==> config.mk <==
export PLATFORM = sky130hd
export DESIGN_NAME = score_counter
export DESIGN_NICKNAME = d
export VERILOG_FILES = /design/src/rtl/score_counter.sv
export SDC_FILE = /design/constraint.sdc
export NUM_CORES = 1
export LEC_CHECK = 0
export ABC_AREA = 1
export CORE_MARGIN = 2
export CORE_UTILIZATION = 51
export DETAILED_ROUTE_END_ITERATION = 10
export PLACE_DENSITY_LB_ADDON = 0.15
export REMOVE_ABC_BUFFERS = 1
export SETUP_SLACK_MARGIN = 0.5
export SKIP_LAST_GASP = 1
export SLEW_MARGIN = 20
export SYNTH_ARGS = -nofsm -noshare
export SYNTH_HDL_FRONTEND = slang
export SYNTH_SLANG_ARGS = --single-unit
==> constraint.sdc <==
create_clock -name clk -period 1.5 [get_ports clk]
set_clock_uncertainty 0.05 [all_clocks]
set_input_delay 0.3 -clock clk [delete_from_list [all_inputs] [get_ports clk]]
set_output_delay 0.3 -clock clk [all_outputs]
set_load 0.03 [all_outputs]
==> src/rtl/score_counter.sv <==
// score_counter: game-round FSM (idle -> play -> over) with a saturating
// two-digit BCD hit counter and a BCD countdown timer driven by a 1 Hz tick.
// The score holds after the round ends so a downstream record stage can
// capture it.
// Optional feature macro: MISS_PENALTY_EN (a miss in PLAY subtracts one
// point, floored at 00). When undefined the miss port is present but unused.
module score_counter #(
    parameter int GAME_SECONDS = 30
) (
    input  logic       clk,
    input  logic       rst_n,
    input  logic       tick_1hz,
    input  logic       start,
    input  logic       hit,
    input  logic       miss,
    output logic [3:0] q1,
    output logic [3:0] q0,
    output logic [3:0] t1,
    output logic [3:0] t0,
    output logic       playing,
    output logic       game_over
);

    localparam logic [3:0] LOAD_T1 = 4'(GAME_SECONDS / 10);
    localparam logic [3:0] LOAD_T0 = 4'(GAME_SECONDS % 10);

    typedef enum logic [1:0] {
        ST_IDLE = 2'd0,
        ST_PLAY = 2'd1,
        ST_OVER = 2'd2
    } state_t;

    state_t     state_r;
    logic [7:0] score_r;
    logic [7:0] timer_r;
    logic       playing_r;
    logic       game_over_r;

    logic [7:0] score_nxt_s;
    logic [7:0] timer_dec_s;
    logic       last_tick_s;

    // Two-digit BCD increment that sticks at 99.
    function automatic logic [7:0] bcd_inc_sat(input logic [7:0] v);
        logic [7:0] r;
        if (v == 8'h99) begin
            r = v;
        end else if (v[3:0] == 4'd9) begin
            r = {v[7:4] + 4'd1, 4'd0};
        end else begin
            r = {v[7:4], v[3:0] + 4'd1};
        end
        return r;
    endfunction

    // Two-digit BCD decrement that sticks at 00.
    function automatic logic [7:0] bcd_dec_floor(input logic [7:0] v);
        logic [7:0] r;
        if (v == 8'h00) begin
            r = v;
        end else if (v[3:0] == 4'd0) begin
            r = {v[7:4] - 4'd1, 4'd9};
        end else begin
            r = {v[7:4], v[3:0] - 4'd1};
        end
        return r;
    endfunction

`ifndef MISS_PENALTY_EN
    logic unused_miss_s;
    assign unused_miss_s = miss;
`endif

    // Next score and timer values as they would be taken while in PLAY.
    always_comb begin
        score_nxt_s = score_r;
`ifdef MISS_PENALTY_EN
        if (hit && !miss) begin
            score_nxt_s = bcd_inc_sat(score_r);
        end else if (miss && !hit) begin
            score_nxt_s = bcd_dec_floor(score_r);
        end else begin
            score_nxt_s = score_r;
        end
`else
        if (hit) begin
            score_nxt_s = bcd_inc_sat(score_r);
        end else begin
            score_nxt_s = score_r;
        end
`endif
        timer_dec_s = bcd_dec_floor(timer_r);
        last_tick_s = tick_1hz && (timer_r == 8'h01);
    end

    // Round FSM with registered score, timer and status flags.
    always_ff @(posedge clk or negedge rst_n) begin
        if (!rst_n) begin
            state_r     <= ST_IDLE;
            score_r     <= 8'h00;
            timer_r     <= {LOAD_T1, LOAD_T0};
            playing_r   <= 1'b0;
            game_over_r <= 1'b0;
        end else begin
            case (state_r)
                ST_IDLE, ST_OVER: begin
                    if (start) begin
                        state_r     <= ST_PLAY;
                        score_r     <= 8'h00;
                        timer_r     <= {LOAD_T1, LOAD_T0};
                        playing_r   <= 1'b1;
                        game_over_r <= 1'b0;
                    end
                end
                ST_PLAY: begin
                    score_r <= score_nxt_s;
                    if (tick_1hz) begin
                        timer_r <= timer_dec_s;
                    end
                    if (last_tick_s) begin
                        state_r     <= ST_OVER;
                        playing_r   <= 1'b0;
                        game_over_r <= 1'b1;
                    end
                end
                default: begin
                    state_r     <= ST_IDLE;
                    score_r     <= 8'h00;
                    timer_r     <= {LOAD_T1, LOAD_T0};
                    playing_r   <= 1'b0;
                    game_over_r <= 1'b0;
                end
            endcase
        end
    end

    assign q1        = score_r[7:4];
    assign q0        = score_r[3:0];
    assign t1        = timer_r[7:4];
    assign t0        = timer_r[3:0];
    assign playing   = playing_r;
    assign game_over = game_over_r;

endmodule

==> out/metrics.yaml, run 1 <==
synthesis:
  synth.area.top_cells: "dfrtp_1 34%, nand2_1 18%, ha_1 7.9%"
  avgSynthCellArea_sq_um: 7.12
  ys_types: 25
  synth_top_cell_area_share_pct: 33.8
  syn_area_sq_um: 1260
  synth_seq_cells: 19
  seq_area_frac_synth_pct: 37.9
  syn-instance-count: 177
  yosysWarnings: 0
  yosysTopAreaCell: "dfrtp_1"
routing:
  drt_iter0_markers: 41
  vias: 1467
  detail-route-antenna-nets: 0
  vias_per_cell: 5.33
  first_pass_iters: 4
  drc_errors: 0
  wire_per_inst_microns: 14.6
  wl_microns: 4010
floorplan:
  start_util_pct: 52.3
  fp-row-count: 18
  die_x_microns: 53.7
  die_y_microns: 53.7
  core-area_sq_um: 2410
  io_pins: 24
  fp.dieArea_sq_um: 2880
clock_network:
  ctsHoldBuffers: 0
  cts.sinks: 19
  cts_root_buffer: "clkbuf_4"
  insertion_delay_ps: 310
  clk_pin_slew_ps: 120
  cts-htree-levels: 1
  cts_made_buffers: 3
  cts_tree: "built"
  cts_buffer_depth: 2
critical_path:
  path_class: "flop to output pin"
  r2r.worst_path.cells: 7
  cpLargestDelayFamily: "flip-flops"
  cp-end-kind: "output pin"
  crit_chain: "buf_6 > buf_6"
  crit_slowest_cell: "dfstp_2"
  critPathMaxFanout: 2
  start_kind: "flop"
  path_buf_inv: 2
  cpMostUsedCell: "buf_6"
  path_depth: 2
  worstPathArrival_ps: 1100
  critPathRequiredTime_ps: 1150
  max_stage_delay_ps: 570
global_route:
  grt.total_usage_pct: 27.6
  antenna_found_initial: 0
  grt_max_degree: 20
  grt_pass1_vias: 1382
  gr-total-overflow: 0
  grt_first_pass_wirelength_microns: 5850
finish:
  mostFrequentLayoutCells: "51 x nand2_1, 35 x buf_4, 26 x buf_6, 19 x inv_1, 12 x dfrtp_1"
  final_nets: 260
  diodes: 0
  final_cell_area_sq_um: 2100
  layout-drive-gt1-share_pct: 49.0
  postLayoutCoreUtil_pct: 87.1
  area_delta_synth_final_pct: 66.5
  final_common_cell: "nand2_1"
timing:
  setup_violations: 0
  max_freq_mhz: 692
  period_share_pct: 96.4
  rsz0062_at_grt: "true"
  setup_ws_ps: 54.3
  worst_pin_slew_ps: 251
  relSlewSlack_pct: 83.3
  hold_violations: 0
  final_max_slew_viol_count: 0
  setup-tns-final_ps: 0
  fin_crit_ps: 1450
status:
  status: "finished clean"
place:
  gp_congestion: 0.815
  pre_cts_ws_ps: -112
  dp_hpwl_microns: 2140
  placed_cell_area_sq_um: 1620
  io_buffers: 22
job:
  drv_cap: 0
min_path:
  hp-class: "input pin to asynchronous set/reset pin"
power_and_ir_drop:
  max-vdd-ir-drop_mv: 1.44
  power_density_nw_per_um2: 1980
  p_leak_nw: 1.07
  finalPower_mw: 4.16
timing repair:
action,in CTS,in global routing
buffers inserted,19,7
gates resized for setup,127,30
endpoints found under the setup margin,37,37
pin swaps,17,12
logic make-up after synthesis:
kind of cell	Yosys count	share of synthesized area, %
DFF	19	37.9
xor gates and xnor gates	2	1.39
AOI/OAI and AO/OA	15	7.05
and+or+nand+nor	106	37.3
adders and majority gates	8	7.94
buffers and inverters	27	8.34
Yosys cell counts, drive strengths merged:
master / n
nor2: 18
dfstp: 2
ha: 8
nand3: 14
a21oi: 3
nand2: 63
nor3: 3
dfrtp: 17
inv: 26
o21ai: 9
or2: 2
nand3b: 1
o21bai: 2
xor2: 2
nand4: 5
o22ai: 1
buf: 1
power breakdown:
part / switching (mW) / internal (mW) / total, mW
combinational: 1.67 / 1.34 / 3.01
clock: 0.180 / 0.0996 / 0.279
sequential: 0.170 / 0.705 / 0.875
total: 2.02 / 2.14 / 4.16
state kept, by name, summed over array words and instances (netlist names):
| signal | cells |
|---|---|
| state_r | 2 |
| timer_r | 8 |
| score_r | 8 |
| playing | 1 |
stage by stage:
step	cells	hold WS [ps]
floorplan	176	-45.6
global placement	245	409
detailed placement	245	416
CTS	268	274
global route	275	305
finish	275	252
final timing paths:
check	startpoint	endpoint	slack, ps
max in group asynchronous	rst_n	timer_r[5]	880
min in group clk	start	state_r[0]	550
worst min-delay path	rst_n	timer_r[0]	250
worst max register to register	score_r[0]	score_r[7]	60
worst max-delay path	timer_r[4]	t1[0]	50
worst min register to register	playing	playing	550
layer usage:
| layer | vias to the layer above | part of all wire [%] | global-route usage (%) |
|---|---|---|---|
| met4 | 0 | 2.2 | 8.55 |
| met2 | 52 | 54 | 51.2 |
| met5 | - | 0 | 0 |
| met1 | 709 | 39 | 32.7 |
| li1 | 696 | - | - |
| met3 | 10 | 4.4 | 3.06 |
area by class of cell:
class | instances | area (sq um)
Clock inverter | 1 | 5.00
Timing Repair Buffer | 65 | 596
Tap cell | 30 | 37.5
Inverter | 26 | 97.6
Fill cell | 128 | 312
Clock buffer | 3 | 22.5
Sequential cell | 19 | 484
Multi-Input combinational cell | 131 | 856
Power figures use the tool's default switching activity.
==> run 2, diff against run 1 <==
CORE_UTILIZATION = 50   (was 51)
==> run 2 against run 1 <==
Compared with the run above:
- worst setup slack got worse by 35 ps
- core utilization up 4.5 points
- worst hold slack improved by 8.2 ps
- critical endpoint is now score_r[3]
- highest routed layer unchanged
==> out/metrics.yaml, run 2 (synthesis gave the netlist of run 1 again) <==
status:
  status: "finished clean"
timing:
  setup_ws_ps: 19.8
  period_share_pct: 98.7
  fin_crit_ps: 1480
  rsz0062_at_grt: "true"
  max_freq_mhz: 676
  relSlewSlack_pct: 81.7
  final_max_slew_viol_count: 0
  worst_pin_slew_ps: 271
  setup_violations: 0
  hold_violations: 0
  setup-tns-final_ps: 0
clock_network:
  cts_tree: "built"
  cts_made_buffers: 3
  ctsHoldBuffers: 0
  cts_buffer_depth: 2
  cts_root_buffer: "clkbuf_4"
  cts-htree-levels: 1
  cts.sinks: 19
  clk_pin_slew_ps: 130
  insertion_delay_ps: 320
routing:
  drc_errors: 0
  detail-route-antenna-nets: 0
  wire_per_inst_microns: 17.3
  first_pass_iters: 5
  drt_iter0_markers: 84
  wl_microns: 4800
  vias: 1591
  vias_per_cell: 5.74
critical_path:
  critPathMaxFanout: 7
  path_class: "flop to flop"
  cp-end-kind: "flop"
  start_kind: "flop"
  worstPathArrival_ps: 1640
  critPathRequiredTime_ps: 1660
finish:
  area_delta_synth_final_pct: 76.9
  layout-drive-gt1-share_pct: 53.8
  final_common_cell: "nand2_1"
  reg_top3: "score_r: 8 flops, timer_r: 8 flops, state_r: 2 flops"
  diodes: 0
  mostFrequentLayoutCells: "44 x nand2_1, 32 x buf_4, 30 x buf_6, 16 x inv_1"
  final_nets: 262
global_route:
  grt.total_usage_pct: 28.3
  grt_first_pass_wirelength_microns: 5870
  gr-total-overflow: 0
  antenna_found_initial: 0
  grt_pass1_vias: 1291
  grt_max_degree: 20
place:
  dp_hpwl_microns: 2110
  gp_congestion: 0.854
  pre_cts_ws_ps: -96.6
  io_buffers: 22
floorplan:
  die_y_microns: 54.2
  fp.dieArea_sq_um: 2940
  core-area_sq_um: 2430
  io_pins: 24
  die_x_microns: 54.2
  start_util_pct: 51.8
  fp-row-count: 18
power_and_ir_drop:
  p_leak_nw: 1.10
  finalPower_mw: 4.40
  power_density_nw_per_um2: 1980
  max-vdd-ir-drop_mv: 1.78
min_path:
  hp-class: "input pin to asynchronous set/reset pin"
job:
  drv_cap: 0
## run 2: worst paths after layout
check                      depth (start not counted)          to  slack [ps]       start
max                                                9  score_r[3]          20  score_r[5]
min                                                2  score_r[6]         260       rst_n
max reg2reg                                        9  score_r[3]          20  score_r[5]
min reg2reg                                        2     playing         500     playing
max in group asynchronous                          2  timer_r[4]         870       rst_n
min in group clk                                   2     playing         500     playing
## run 2: area by class of cell
type | instances | area, sq um
clock buffer | 4 | 26.3
fill | 89 | 204
inverter | 26 | 100
multi-input combinational | 131 | 945
sequential | 19 | 482
tap | 30 | 37.5
timing repair buffer | 67 | 638
## run 2: through the flow
stage | utilization, % | hold slack [ps] | area (sq um) | std cells
after global placement | 67.0 | 424 | 1630 | 246
after detailed placement | 67.0 | 425 | 1630 | 246
after global routing | 91.6 | 293 | 2230 | 277
final | 91.6 | 260 | 2230 | 277
after CTS | 80.5 | 280 | 1960 | 267
after floorplan | - | -45.6 | 1250 | 176
## run 2: power breakdown
part | leakage [nW] | total [mW] | switching (mW) | internal [mW]
Sequential | 0.242 | 0.895 | 0.192 | 0.703
Clock | 0.0150 | 0.286 | 0.182 | 0.104
Combinational | 0.844 | 3.22 | 1.81 | 1.41
Total | 1.10 | 4.40 | 2.19 | 2.22
## run 2: critical path: stages, from the launching register on
cell	delay [ps]
dfrtp_1	430
inv_1	90
ha_2	170
nand2_2	60
nor2_4	180
nand3_4	130
nand2_8	120
inv_2	40
nand2_1	60
nand2_1	50
## run 2: layer usage
| metal | GRT usage, % | vias to the layer above | part of all wire, % |
|---|---|---|---|
| met1 | 33.2 | 770 | 38 |
| met2 | 50.6 | 95 | 52 |
| met5 | 0 | - | 0 |
| met3 | 3.06 | 26 | 5.7 |
| li1 | - | 700 | - |
| met4 | 13.8 | 0 | 4.3 |
## run 2: what timing repair did
action,4_1_cts,5_1_grt
setup buffers,17,10
pin swaps,20,26
gates resized for setup,123,58
endpoints found under the setup margin,37,37
gates cloned,0,0
==> run 3, diff against run 2 <==
PLACE_DENSITY_LB_ADDON = 0.08   (was 0.15)
clock period = 1.62 ns   (was 1.5 ns; I/O delays follow)
==> run 3 against run 2 <==
Compared with the run above:
- die area is the same
- cell area shrank 12%
- first-iteration DRC count shrank 44%
- sequential power down 10%
- register-to-register slack improved by 140 ps
- core utilization decreased by 11 points
- power down 18%
- critical path depth is 1 higher
- combinational power decreased by 21%
- critical endpoint is now timer_r[3]
==> out/metrics.yaml, run 3 (synthesis gave the netlist of run 1 again) <==
finish:
  area.sequential_sq_um: 482
  mostFrequentLayoutCells: "49 x nand2_1, 24 x buf_6, 24 x buf_4, 16 x inv_1, 14 x dfrtp_1"
  area_delta_synth_final_pct: 56.4
  multiInputGateArea_sq_um: 828
  layout-drive-gt1-share_pct: 46.8
  diodes: 0
  fill_cells: 166
  reg_top3: "score_r: 8 flops, timer_r: 8 flops, state_r: 2 flops"
  final_common_cell: "nand2_1"
  final_nets: 248
critical_path:
  critPathRequiredTime_ps: 1820
  path_class: "flop to flop"
  start_kind: "flop"
  crit_start: "timer_r[5]"
  worstPathArrival_ps: 1660
  reg2reg_from: "timer_r[5]"
  critPathMaxFanout: 3
  cp-end-kind: "flop"
global_route:
  grt.total_usage_pct: 25.6
  grt_pass1_vias: 1312
  grt_first_pass_wirelength_microns: 5440
  gr-total-overflow: 0
  antenna_found_initial: 0
  grt_max_degree: 16
routing:
  drt_iter0_markers: 47
  wl_microns: 3700
  detail-route-antenna-nets: 0
  vias_per_cell: 5.29
  vias: 1390
  first_pass_iters: 4
  wire_per_inst_microns: 14.1
  drc_errors: 0
timing:
  max_freq_mhz: 684
  fin_crit_ps: 1460
  setup_violations: 0
  period_share_pct: 90.2
  final_max_slew_viol_count: 0
  rsz0062_at_grt: "true"
  worst_pin_slew_ps: 305
  setup-tns-final_ps: 0
  hold_violations: 0
  relSlewSlack_pct: 79.6
floorplan:
  start_util_pct: 51.8
  fp-row-count: 18
  die_y_microns: 54.2
  fp.dieArea_sq_um: 2940
  core-area_sq_um: 2430
  die_x_microns: 54.2
  io_pins: 24
place:
  gp_congestion: 0.801
  dp_hpwl_microns: 2040
  io_buffers: 22
power_and_ir_drop:
  finalPower_mw: 3.60
  power_density_nw_per_um2: 1820
  p_leak_nw: 0.996
  max-vdd-ir-drop_mv: 1.28
clock_network:
  cts_made_buffers: 3
  cts_buffer_depth: 2
  cts_tree: "built"
  insertion_delay_ps: 310
  ctsHoldBuffers: 0
  clk_pin_slew_ps: 130
  cts_root_buffer: "clkbuf_4"
  cts.sinks: 19
  cts-htree-levels: 1
status:
  status: "finished clean"
min_path:
  hp-class: "input pin to asynchronous set/reset pin"
job:
  drv_cap: 0
[run 3: changes by cell type in the layout (fill, tap and decap cells not counted), sizes merged]
cell	change
buf	-14
clkbuf	-1
clkinv	+1
[run 3: layout make-up]
cell class | count | area share [%]
Timing Repair Buffer | 53 | 25.1
Clock inverter | 1 | 0.254
Clock buffer | 3 | 1.14
Multi-Input combinational cell | 131 | 42.0
Tap cell | 30 | 1.90
Inverter | 26 | 5.08
Sequential cell | 19 | 24.4
[run 3: path summary, 6_finish.rpt]
check,endpoint,slack [ps],cells after the start
worst min-delay path,timer_r[6],170,1
min in group clk,timer_r[4],460,2
worst min register to register,timer_r[4],460,2
max in group asynchronous,score_r[0],830,2
worst max register to register,timer_r[3],160,10
worst max-delay path,timer_r[3],160,10
[run 3: critical path: stages (launching register included)]
cell,delay [ps]
dfstp_2,560
buf_6,100
inv_4,30
ha_4,160
inv_2,40
nor2_1,40
nand2_2,100
nor2_1,60
nor2_2,130
nand2_1,70
nand2_1,60
[run 3: report_power, final]
| part | switching, mW | internal, mW | leakage, nW |
|---|---|---|---|
| Clock | 0.171 | 0.0922 | 0.0177 |
| Combinational | 1.45 | 1.08 | 0.735 |
| Sequential | 0.153 | 0.650 | 0.243 |
| Total | 1.77 | 1.82 | 0.996 |
[run 3: metal layers]
metal	routed length, microns	global-route usage (%)
met5	0	0
met3	162	3.89
met1	1420	26.9
met2	2050	48.8
met4	60	11.7
[run 3: per-stage QoR]
stage / hold WS [ps] / cells / util [%] / worst slack [ps] / cell area, sq um
final: 172 / 263 / 81.0 / 158 / 1970
after global routing: 174 / 263 / 81.0 / 81.4 / 1970
after CTS: 170 / 258 / 75.8 / 154 / 1840
after detailed placement: 418 / 238 / 65.2 / -22.2 / 1590
after global placement: 407 / 238 / 65.2 / 23.4 / 1590
after floorplan: -21.6 / 176 / - / 80.0 / 1250
[run 3: timing repair]
action                     CTS  global route
gates resized for setup    154            32
pin swaps                   14            10
setup buffers               16             5
setup endpoints to repair   37            37
